**config.mk**
```make
export PLATFORM = sky130hd
export DESIGN_NAME = downlink_frame_parser
export DESIGN_NICKNAME = d
export VERILOG_FILES = /design/src/rtl/downlink_pkg.sv /design/src/rtl/downlink_sync_detector.sv /design/src/rtl/downlink_frame_parser.sv
export SDC_FILE = /design/constraint.sdc
export NUM_CORES = 1
export LEC_CHECK = 0
export ABC_CLOCK_PERIOD_IN_PS = 5900
export BUFFER_PORTS_ARGS = -buffer_cell sky130_fd_sc_hd__buf_2
export CORE_ASPECT_RATIO = 0.5
export CORE_UTILIZATION = 30
export CTS_CLUSTER_DIAMETER = 50
export DETAILED_ROUTE_END_ITERATION = 8
export SLEW_MARGIN = 5
export SYNTH_ARGS = -nofsm -noshare
export SYNTH_HDL_FRONTEND = slang
export SYNTH_SLANG_ARGS = --single-unit
```
**constraint.sdc**
```tcl
create_clock -name clock -period 5.9 [get_ports clock]
set_input_delay 0.59 -clock clock [delete_from_list [all_inputs] [get_ports clock]]
set_output_delay 0.59 -clock clock [all_outputs]
set_load 0.01 [all_outputs]
```
**src/rtl/downlink_pkg.sv**
```systemverilog
// rtl/downlink_pkg.sv - shared types and field layout for the downlink frame parser
package downlink_pkg;

    typedef enum logic [1:0] {
        HUNT    = 2'd0,
        PAYLOAD = 2'd1,
        PARITY  = 2'd2
    } state_t;

    localparam logic [7:0] DEFAULT_PREAMBLE = 8'b11011101;

    localparam int RES_W  = 1;
    localparam int COMP_W = 3;
    localparam int REP_W  = 3;

    // Offsets count down from the payload MSB: field top bit = PAYLOAD_W - *_OFS.
    localparam int RES_OFS  = 1;
    localparam int COMP_OFS = RES_OFS + RES_W;
    localparam int REP_OFS  = COMP_OFS + COMP_W;

endpackage

```
**src/rtl/downlink_sync_detector.sv**
```systemverilog
// rtl/downlink_sync_detector.sv - serial preamble shift register and comparator
module downlink_sync_detector #(
    parameter int                    PREAMBLE_W = 8,
    parameter logic [PREAMBLE_W-1:0] PREAMBLE   = 8'b11011101
) (
    input  logic clock,
    input  logic reset,
    input  logic clear,
    input  logic shift_en,
    input  logic bit_in,
    output logic match
);

    logic [PREAMBLE_W-1:0] sync_q;
    logic [PREAMBLE_W-1:0] shifted;

    // Compare against the value being shifted in so a match is reported in the same cycle.
    assign shifted = {sync_q[PREAMBLE_W-2:0], bit_in};
    assign match   = shift_en && (shifted == PREAMBLE);

    always_ff @(posedge clock) begin
        if (reset || clear) begin
            sync_q <= '0;
        end else if (shift_en) begin
            sync_q <= shifted;
        end
    end

endmodule

```
**src/rtl/downlink_frame_parser.sv**
```systemverilog
// rtl/downlink_frame_parser.sv - preamble hunt, payload capture and even-parity check
module downlink_frame_parser
    import downlink_pkg::*;
#(
    parameter int                    PREAMBLE_W  = 8,
    parameter logic [PREAMBLE_W-1:0] PREAMBLE    = DEFAULT_PREAMBLE,
    parameter int                    PAYLOAD_W   = 7,
    parameter int                    TIMEOUT_CYC = 16
) (
    input  logic                 clock,
    input  logic                 reset,
    input  logic                 write_en,
    input  logic                 downlink_bit,
    output logic                 resolution,
    output logic [COMP_W-1:0]    compression,
    output logic [REP_W-1:0]     repetition,
    output logic [PAYLOAD_W-1:0] payload,
    output logic                 frame_valid,
    output logic                 frame_error,
    output logic                 busy
);

    localparam int CNT_W = $clog2(TIMEOUT_CYC + 1);
    localparam int BIT_W = $clog2(PAYLOAD_W + 1);
    localparam logic [CNT_W-1:0] IDLE_LAST = CNT_W'(TIMEOUT_CYC - 1);
    localparam logic [BIT_W-1:0] BIT_LAST  = BIT_W'(PAYLOAD_W - 1);

    state_t               state_q, state_d;
    logic [BIT_W-1:0]     bit_cnt_q, bit_cnt_d;
    logic [CNT_W-1:0]     idle_q, idle_d;
    logic [PAYLOAD_W-1:0] shift_q, shift_d;
    logic [PAYLOAD_W-1:0] payload_q, payload_d;
    logic                 valid_q, valid_d;
    logic                 error_q, error_d;
    logic                 sync_clear;
    logic                 sync_match;
    logic                 idle_expire;

    downlink_sync_detector #(
        .PREAMBLE_W (PREAMBLE_W),
        .PREAMBLE   (PREAMBLE)
    ) u_sync (
        .clock    (clock),
        .reset    (reset),
        .clear    (sync_clear),
        .shift_en (write_en && (state_q == HUNT)),
        .bit_in   (downlink_bit),
        .match    (sync_match)
    );

    // A bit arriving on the cycle the counter would hit the limit still counts.
    assign idle_expire = !write_en && (idle_q == IDLE_LAST);

    always_comb begin
        state_d    = state_q;
        bit_cnt_d  = bit_cnt_q;
        idle_d     = idle_q;
        shift_d    = shift_q;
        payload_d  = payload_q;
        valid_d    = 1'b0;
        error_d    = 1'b0;
        sync_clear = 1'b0;

        case (state_q)
            HUNT: begin
                idle_d = '0;
                if (sync_match) begin
                    state_d   = PAYLOAD;
                    bit_cnt_d = '0;
                    shift_d   = '0;
                end
            end
            PAYLOAD: begin
                if (write_en) begin
                    idle_d  = '0;
                    shift_d = {shift_q[PAYLOAD_W-2:0], downlink_bit};
                    if (bit_cnt_q == BIT_LAST) begin
                        state_d = PARITY;
                    end else begin
                        bit_cnt_d = bit_cnt_q + BIT_W'(1);
                    end
                end else if (idle_expire) begin
                    state_d    = HUNT;
                    error_d    = 1'b1;
                    sync_clear = 1'b1;
                    idle_d     = '0;
                    bit_cnt_d  = '0;
                    shift_d    = '0;
                end else begin
                    idle_d = idle_q + CNT_W'(1);
                end
            end
            PARITY: begin
                if (write_en) begin
                    state_d    = HUNT;
                    sync_clear = 1'b1;
                    idle_d     = '0;
                    bit_cnt_d  = '0;
                    if ((^shift_q ^ downlink_bit) == 1'b0) begin
                        payload_d = shift_q;
                        valid_d   = 1'b1;
                    end else begin
                        error_d = 1'b1;
                    end
                end else if (idle_expire) begin
                    state_d    = HUNT;
                    error_d    = 1'b1;
                    sync_clear = 1'b1;
                    idle_d     = '0;
                    bit_cnt_d  = '0;
                    shift_d    = '0;
                end else begin
                    idle_d = idle_q + CNT_W'(1);
                end
            end
            default: begin
                state_d    = HUNT;
                sync_clear = 1'b1;
            end
        endcase
    end

    always_ff @(posedge clock) begin
        if (reset) begin
            state_q   <= HUNT;
            bit_cnt_q <= '0;
            idle_q    <= '0;
            shift_q   <= '0;
            payload_q <= '0;
            valid_q   <= 1'b0;
            error_q   <= 1'b0;
        end else begin
            state_q   <= state_d;
            bit_cnt_q <= bit_cnt_d;
            idle_q    <= idle_d;
            shift_q   <= shift_d;
            payload_q <= payload_d;
            valid_q   <= valid_d;
            error_q   <= error_d;
        end
    end

    assign resolution  = payload_q[PAYLOAD_W-RES_OFS];
    assign compression = payload_q[PAYLOAD_W-COMP_OFS -: COMP_W];
    assign repetition  = payload_q[PAYLOAD_W-REP_OFS -: REP_W];
    assign payload     = payload_q;
    assign frame_valid = valid_q;
    assign frame_error = error_q;
    assign busy        = (state_q != HUNT);

endmodule

```
Word level (Yosys, flattened, before mapping). Cells that the tools add are included.

Flip-flop bits (word level): 33. Input port bits: 4. Output and inout port bits: 17. Word-level logic and storage cells: 67.

Add/sub/neg operators: 2. Equality and inequality tests: 9. Multiplexer cells: 28. Bitwise logic cells: 4. Reduce and logical (&&, ||, !) cells: 16.

Operator list (count): 2-to-1 mux 7 bit (4); case mux 7 bit (3 select lines) (1); 2-to-1 mux 3 bit (5); 2-to-1 mux 2 bit (5); 2-to-1 mux 5 bit (2); case mux 5 bit (2 select lines) (1); case mux 3 bit (3 select lines) (1); AND reduction 3 bit (3); == test 8 bit, second input constant (1); XOR reduction 7 bit (1); 2-to-1 mux 1 bit (6); != test 3 bit, second input constant (2); case mux 2 bit (3 select lines) (1); adder 5 x 1 -> 5 bit, second input constant (1); == test 5 x 4 -> 1 bit, second input constant (1); != test 2 bit, second input constant (2); nonzero test 2 bit (2); adder 3 x 1 -> 3 bit, second input constant (1); == test 3 bit, second input constant (1); logical AND 1 bit (3); inverter 1 bit (3); case mux 1 bit (3 select lines) (1); nonzero test 3 bit (1); OR reduction 3 bit (1); other kinds (9) (9).

Logic depth before layout (Yosys ltp).
Depth in word-level cells: 6. Gate-level depth with buffers: 8. Gate-level depth less buffers: 7.

Modules after synthesis. A second synthesis with hierarchy kept.

Cell total of the unflattened synthesis: 187. Area, all modules: 1632.8 µm².

Modules (own cells, without submodules): downlink_frame_parser (instances 1, cells each 159, area an instance 1352.5 µm², sequential area each 520.5 µm²); downlink_sync_detector (instances 1, cells each 28, area an instance 280.3 µm², sequential area each 140.1 µm²).

Least setup slack after synthesis. Ideal clock, no wire load.

Kind: input -> register. Start: input port write_en. End: register shift_q[3]. Library setup time: 69 ps. Arrival: 1928 ps. Required time: 5831 ps. Slack: 3903 ps. Cell stages on the path: 6. Path buffers: 1. Cells stage by stage: buf_6 nand3_4 o31a_1 or3b_4 or3_1 o21ai_1.

Word-level cells in the longest chain between the ends: 5. Elaborated cells on any way between the ends: 11. Classes of those cells: eq/ne: 2; mux: 4; reduce/logical: 5.

RTL lines: from (decl) (line downlink_frame_parser.sv:12) `input logic write_en,`; logical NOT 1 bit (line downlink_frame_parser.sv:52) `assign idle_expire = !write_en && (idle_q == IDLE_LAST);`; logical AND 1 bit (line downlink_frame_parser.sv:52); 2-to-1 mux 7 bit; 2-to-1 mux 7 bit, on equally long branches; case mux 7 bit (3 select lines) (line downlink_frame_parser.sv:64) `case (state_q)`; to (signal assigned) (line downlink_frame_parser.sv:136) `shift_q <= shift_d;`; to (decl) (line downlink_frame_parser.sv:31) `logic [PAYLOAD_W-1:0] shift_q, shift_d;`.

Several ways; a longest one is shown, not always the timed one. The select of a mux whose other input is x is not followed. A chain may end at the register's enable or synchronous reset.

Final worst setup path.
Start: register state_q[0]. End: register shift_q[1].

Word-level cells in the longest chain between the ends: 5. Elaborated cells on any way between the ends: 10. Classes of those cells: eq/ne: 4; mux: 1; reduce/logical: 5.

RTL lines: from (decl) (line downlink_frame_parser.sv:28) `state_t state_q, state_d;`; from (signal assigned) (line downlink_frame_parser.sv:133) `state_q <= state_d;`; logical NOT 2 bit (line downlink_frame_parser.sv:46, downlink_frame_parser.sv:64); logical AND 1 bit (line downlink_frame_parser.sv:46) `.shift_en (write_en && (state_q == HUNT)),`; logical AND 1 bit (line downlink_sync_detector.sv:19) `assign match = shift_en && (shifted == PREAMBLE);`; != test 2 bit (no source line); AND reduction 3 bit (no source line).

Several ways; a longest one is shown, not always the timed one.

==> implementation parameters <==
Parameter                              Value

Run status
  Violations in the final reports    design-rule violations
  Result of the run    finished, violations left

Die
  I/O pin count    21
  Row count    19
  Width of the die    112 µm
  Starting Density    a little under a third
  Die Footprint    between 6000 and 7000 µm²
  Floorplan core area    roughly 5600 µm²
  Y dimension of the die    56.8 µm

Logic synthesis
  Gate count of the mapped netlist    between 200 and 250
  Syn Std Cell Area    1800 µm²
  Per-instance average area after synthesis    8.34 µm²
  Net count after synthesis    228
  Number of warnings printed during yosys synthesis    0
  Sequential area share after synthesis    36.7%
  Yosys reg bits    33
  Number of distinct library cells after synthesis    37

Timing
  Fmax achieved    0.411 GHz
  Final worst path period need    2430 ps
  # setup viols final    0
  Final setup TNS    0 ps
  Relative slew slack    40.3%
  Final period utilization    41.3%
  Worst clock skew    2.95 ps
  Max Transition Viols Final    0
  Number of hold violations in the final report    0
  Unrepaired setup endpoints after global routing    false
  Measured slew at the worst slew-check pin    894 ps

Final layout
  Highest-count cells in the layout ignoring fill and taps    33 x sky130_fd_sc_hd__dfxtp_1, 21 x sky130_fd_sc_hd__a21oi_1, 20 x sky130_fd_sc_hd__buf_2, 19 x sky130_fd_sc_hd__nand2_1, 19 x sky130_fd_sc_hd__nor2_1
  Layout area overhead    12.9%
  Most common cell after layout, fill and taps aside    sky130_fd_sc_hd__dfxtp_1
  Nets    between 200 and 250
  Post-route insts no fill    300
  Antenna Cells    0
  Share of final-layout standard cells stronger than drive strength 1    13.2%

CTS
  Clock Latency Late Sink    270 ps
  TritonCTS clock tree    done
  CTS-repair resized insts    0
  Setup Buffers After CTS    0
  Clock edge transition at the registers on the reported setup and hold paths    50 ps
  Library cell used as clock root buffer    sky130_fd_sc_hd__clkbuf_16
  Clock Sink Count    33
  Hold_buf cts    0
  TritonCTS buffer count    5
  H-tree level count    2
  Maximum buffer depth of the clock tree    2

Min path
  Hold Path Stages    2
  Hold/Removal Path Class    reg -> reg

Detailed routing
  Total Wirelength    3.80 mm
  Routed wire per std cell    12.7 µm
  DRC    5
  Remaining antenna violation count    0
  Number of DRC violations after detailed-routing iteration 0    between 50 and 60
  Routed via count    1552
  Number of detailed-route iterations in the first pass    6
  Via density    5.17

Critical path
  Crit path capture type    register
  Critical path start-end classification    reg -> reg
  Depth of the worst register-to-register path    6
  Critical path data arrival time    2550 ps
  Sort of element at the start of the critical path    register
  Req. time, crit path    6020 ps
  Critical Path Fanout Max    11

GRT
  Number of antenna violations at the first check in global routing    0
  Total global-route track usage    between 10% and 20%
  Vias in the first global route    1438
  Maximum number of pins on one net before global-route repair    24
  Total congestion overflow after global routing    0
  First-pass GRT wire length    6.61 mm

Place
  Total half-perimeter wirelength after legalization and detailed placement    2.73 mm
  Final weighted congestion in routability-driven placement    0.855
  Cell Count Post-Placement    ~300
  Port Buffer Count    20

Pwr
  Largest voltage drop on the vdd net    0.0785 mV
  Total power density per cell area    232 nW/µm²
  Standby leakage power    0.762 nW

Run
  Number of maximum-capacitance constraint violations    0
[critical path, cell delays in order, from the launching register on]
cell                      delay [ps]
sky130_fd_sc_hd__dfxtp_1         350
sky130_fd_sc_hd__inv_1           110
sky130_fd_sc_hd__ha_1            420
sky130_fd_sc_hd__nand3_4         120
sky130_fd_sc_hd__o31a_1          370
sky130_fd_sc_hd__nor3b_1         740
sky130_fd_sc_hd__o21ai_1         170
[sequential cells by signal (all words and copies together) (netlist names)]
signal         count
frame_error        1
idle_q             5
bit_cnt_q          3
payload            7
frame_valid        1
u_sync.sync_q      7
state_q            2
shift_q            7
[cells by family (layout without fill, tap and decap cells)]
| group | Yosys count | count (layout) | synth area share [%] |
|---|---|---|---|
| xor+xnor | 7 | 7 | 3.41 |
| compound gates | 51 | 51 | 17.3 |
| flops | 33 | 33 | 36.7 |
| mux | 7 | 7 | 3.89 |
| simple gates | 89 | 89 | 26.9 |
| buf+inv | 21 | 32 | 6.25 |
| fa+ha+maj | 8 | 8 | 5.56 |
[metrics by stage]
stage                     utilization [%]  hold slack [ps]  setup WS (ps)  cell area (µm²)  total power, mW
after CTS                            36.1              461           3450             2030            0.476
after detailed placement             33.8              454           3460             1900            0.242
after floorplan                         -              436           3900             1800            0.239
after global routing                 36.1              494           3320             2030            0.487
final                                36.1              464           3470             2030            0.471
after global placement               33.8              453           3490             1900            0.242
[layer usage]
layer	track usage (%)	vias to the layer above	share of wire (%)
met5	0	-	0
met4	4.63	0	1.4
met3	2.92	7	3.9
met2	21.5	35	45
met1	16.5	728	49
li1	-	782	-
[synth_stat cells, drive strengths merged]
library cell | instances | area share [%]
nand2 | 19 | 4.0
o41ai | 1 | 0.49
and4b | 1 | 0.56
nand4b | 1 | 0.49
nand3 | 13 | 4.3
inv | 6 | 1.3
or3b | 1 | 0.63
nor3 | 3 | 0.83
xnor2 | 7 | 3.4
or3 | 7 | 2.4
and3 | 1 | 0.35
nor4 | 1 | 0.35
or4 | 2 | 0.83
a22oi | 7 | 2.9
nand4bb | 1 | 0.63
nor2b | 3 | 1.0
o32ai | 2 | 0.97
dfxtp | 33 | 37
clkbuf | 7 | 1.5
buf | 8 | 3.5
o21a | 3 | 1.3
o31a | 1 | 0.49
nor3b | 3 | 1.3
or4b | 2 | 1.1
o21ai | 13 | 3.6
ha | 8 | 5.6
nor2 | 19 | 4.0
nand2b | 12 | 4.2
mux2i | 7 | 3.9
a32o | 1 | 0.56
a21oi | 21 | 5.8
a21boi | 1 | 0.63
o32a | 1 | 0.56
[worst paths after layout]
kind                                 startpoint  slack [ps]                             to
setup / recovery        state_q[0]$_SDFFE_PP0P_        3470        shift_q[1]$_SDFFE_PP0P_
hold / removal    u_sync.sync_q[6]$_SDFFE_PP0P_         460  u_sync.sync_q[6]$_SDFFE_PP0P_
setup reg to reg        state_q[0]$_SDFFE_PP0P_        3470        shift_q[1]$_SDFFE_PP0P_
hold reg to reg   u_sync.sync_q[6]$_SDFFE_PP0P_         460  u_sync.sync_q[6]$_SDFFE_PP0P_
[area by class of cell]
type	count	area (µm²)
Clock buffer	5	125
Inverter	6	22.5
Clock inverter	1	5.00
Tap cell	73	91.3
Fill cell	569	3600
Sequential cell	33	661
Multi-Input combinational cell	162	1030
Timing Repair Buffer	20	100
[report_power, final]
part           total [mW]  internal, mW  switching [mW]
Sequential          0.225         0.224        0.000565
Combinational      0.0128       0.00379         0.00901
Clock               0.234         0.150          0.0834
Total               0.471         0.378          0.0930
No activity file was read; power rests on OpenSTA's default activity.
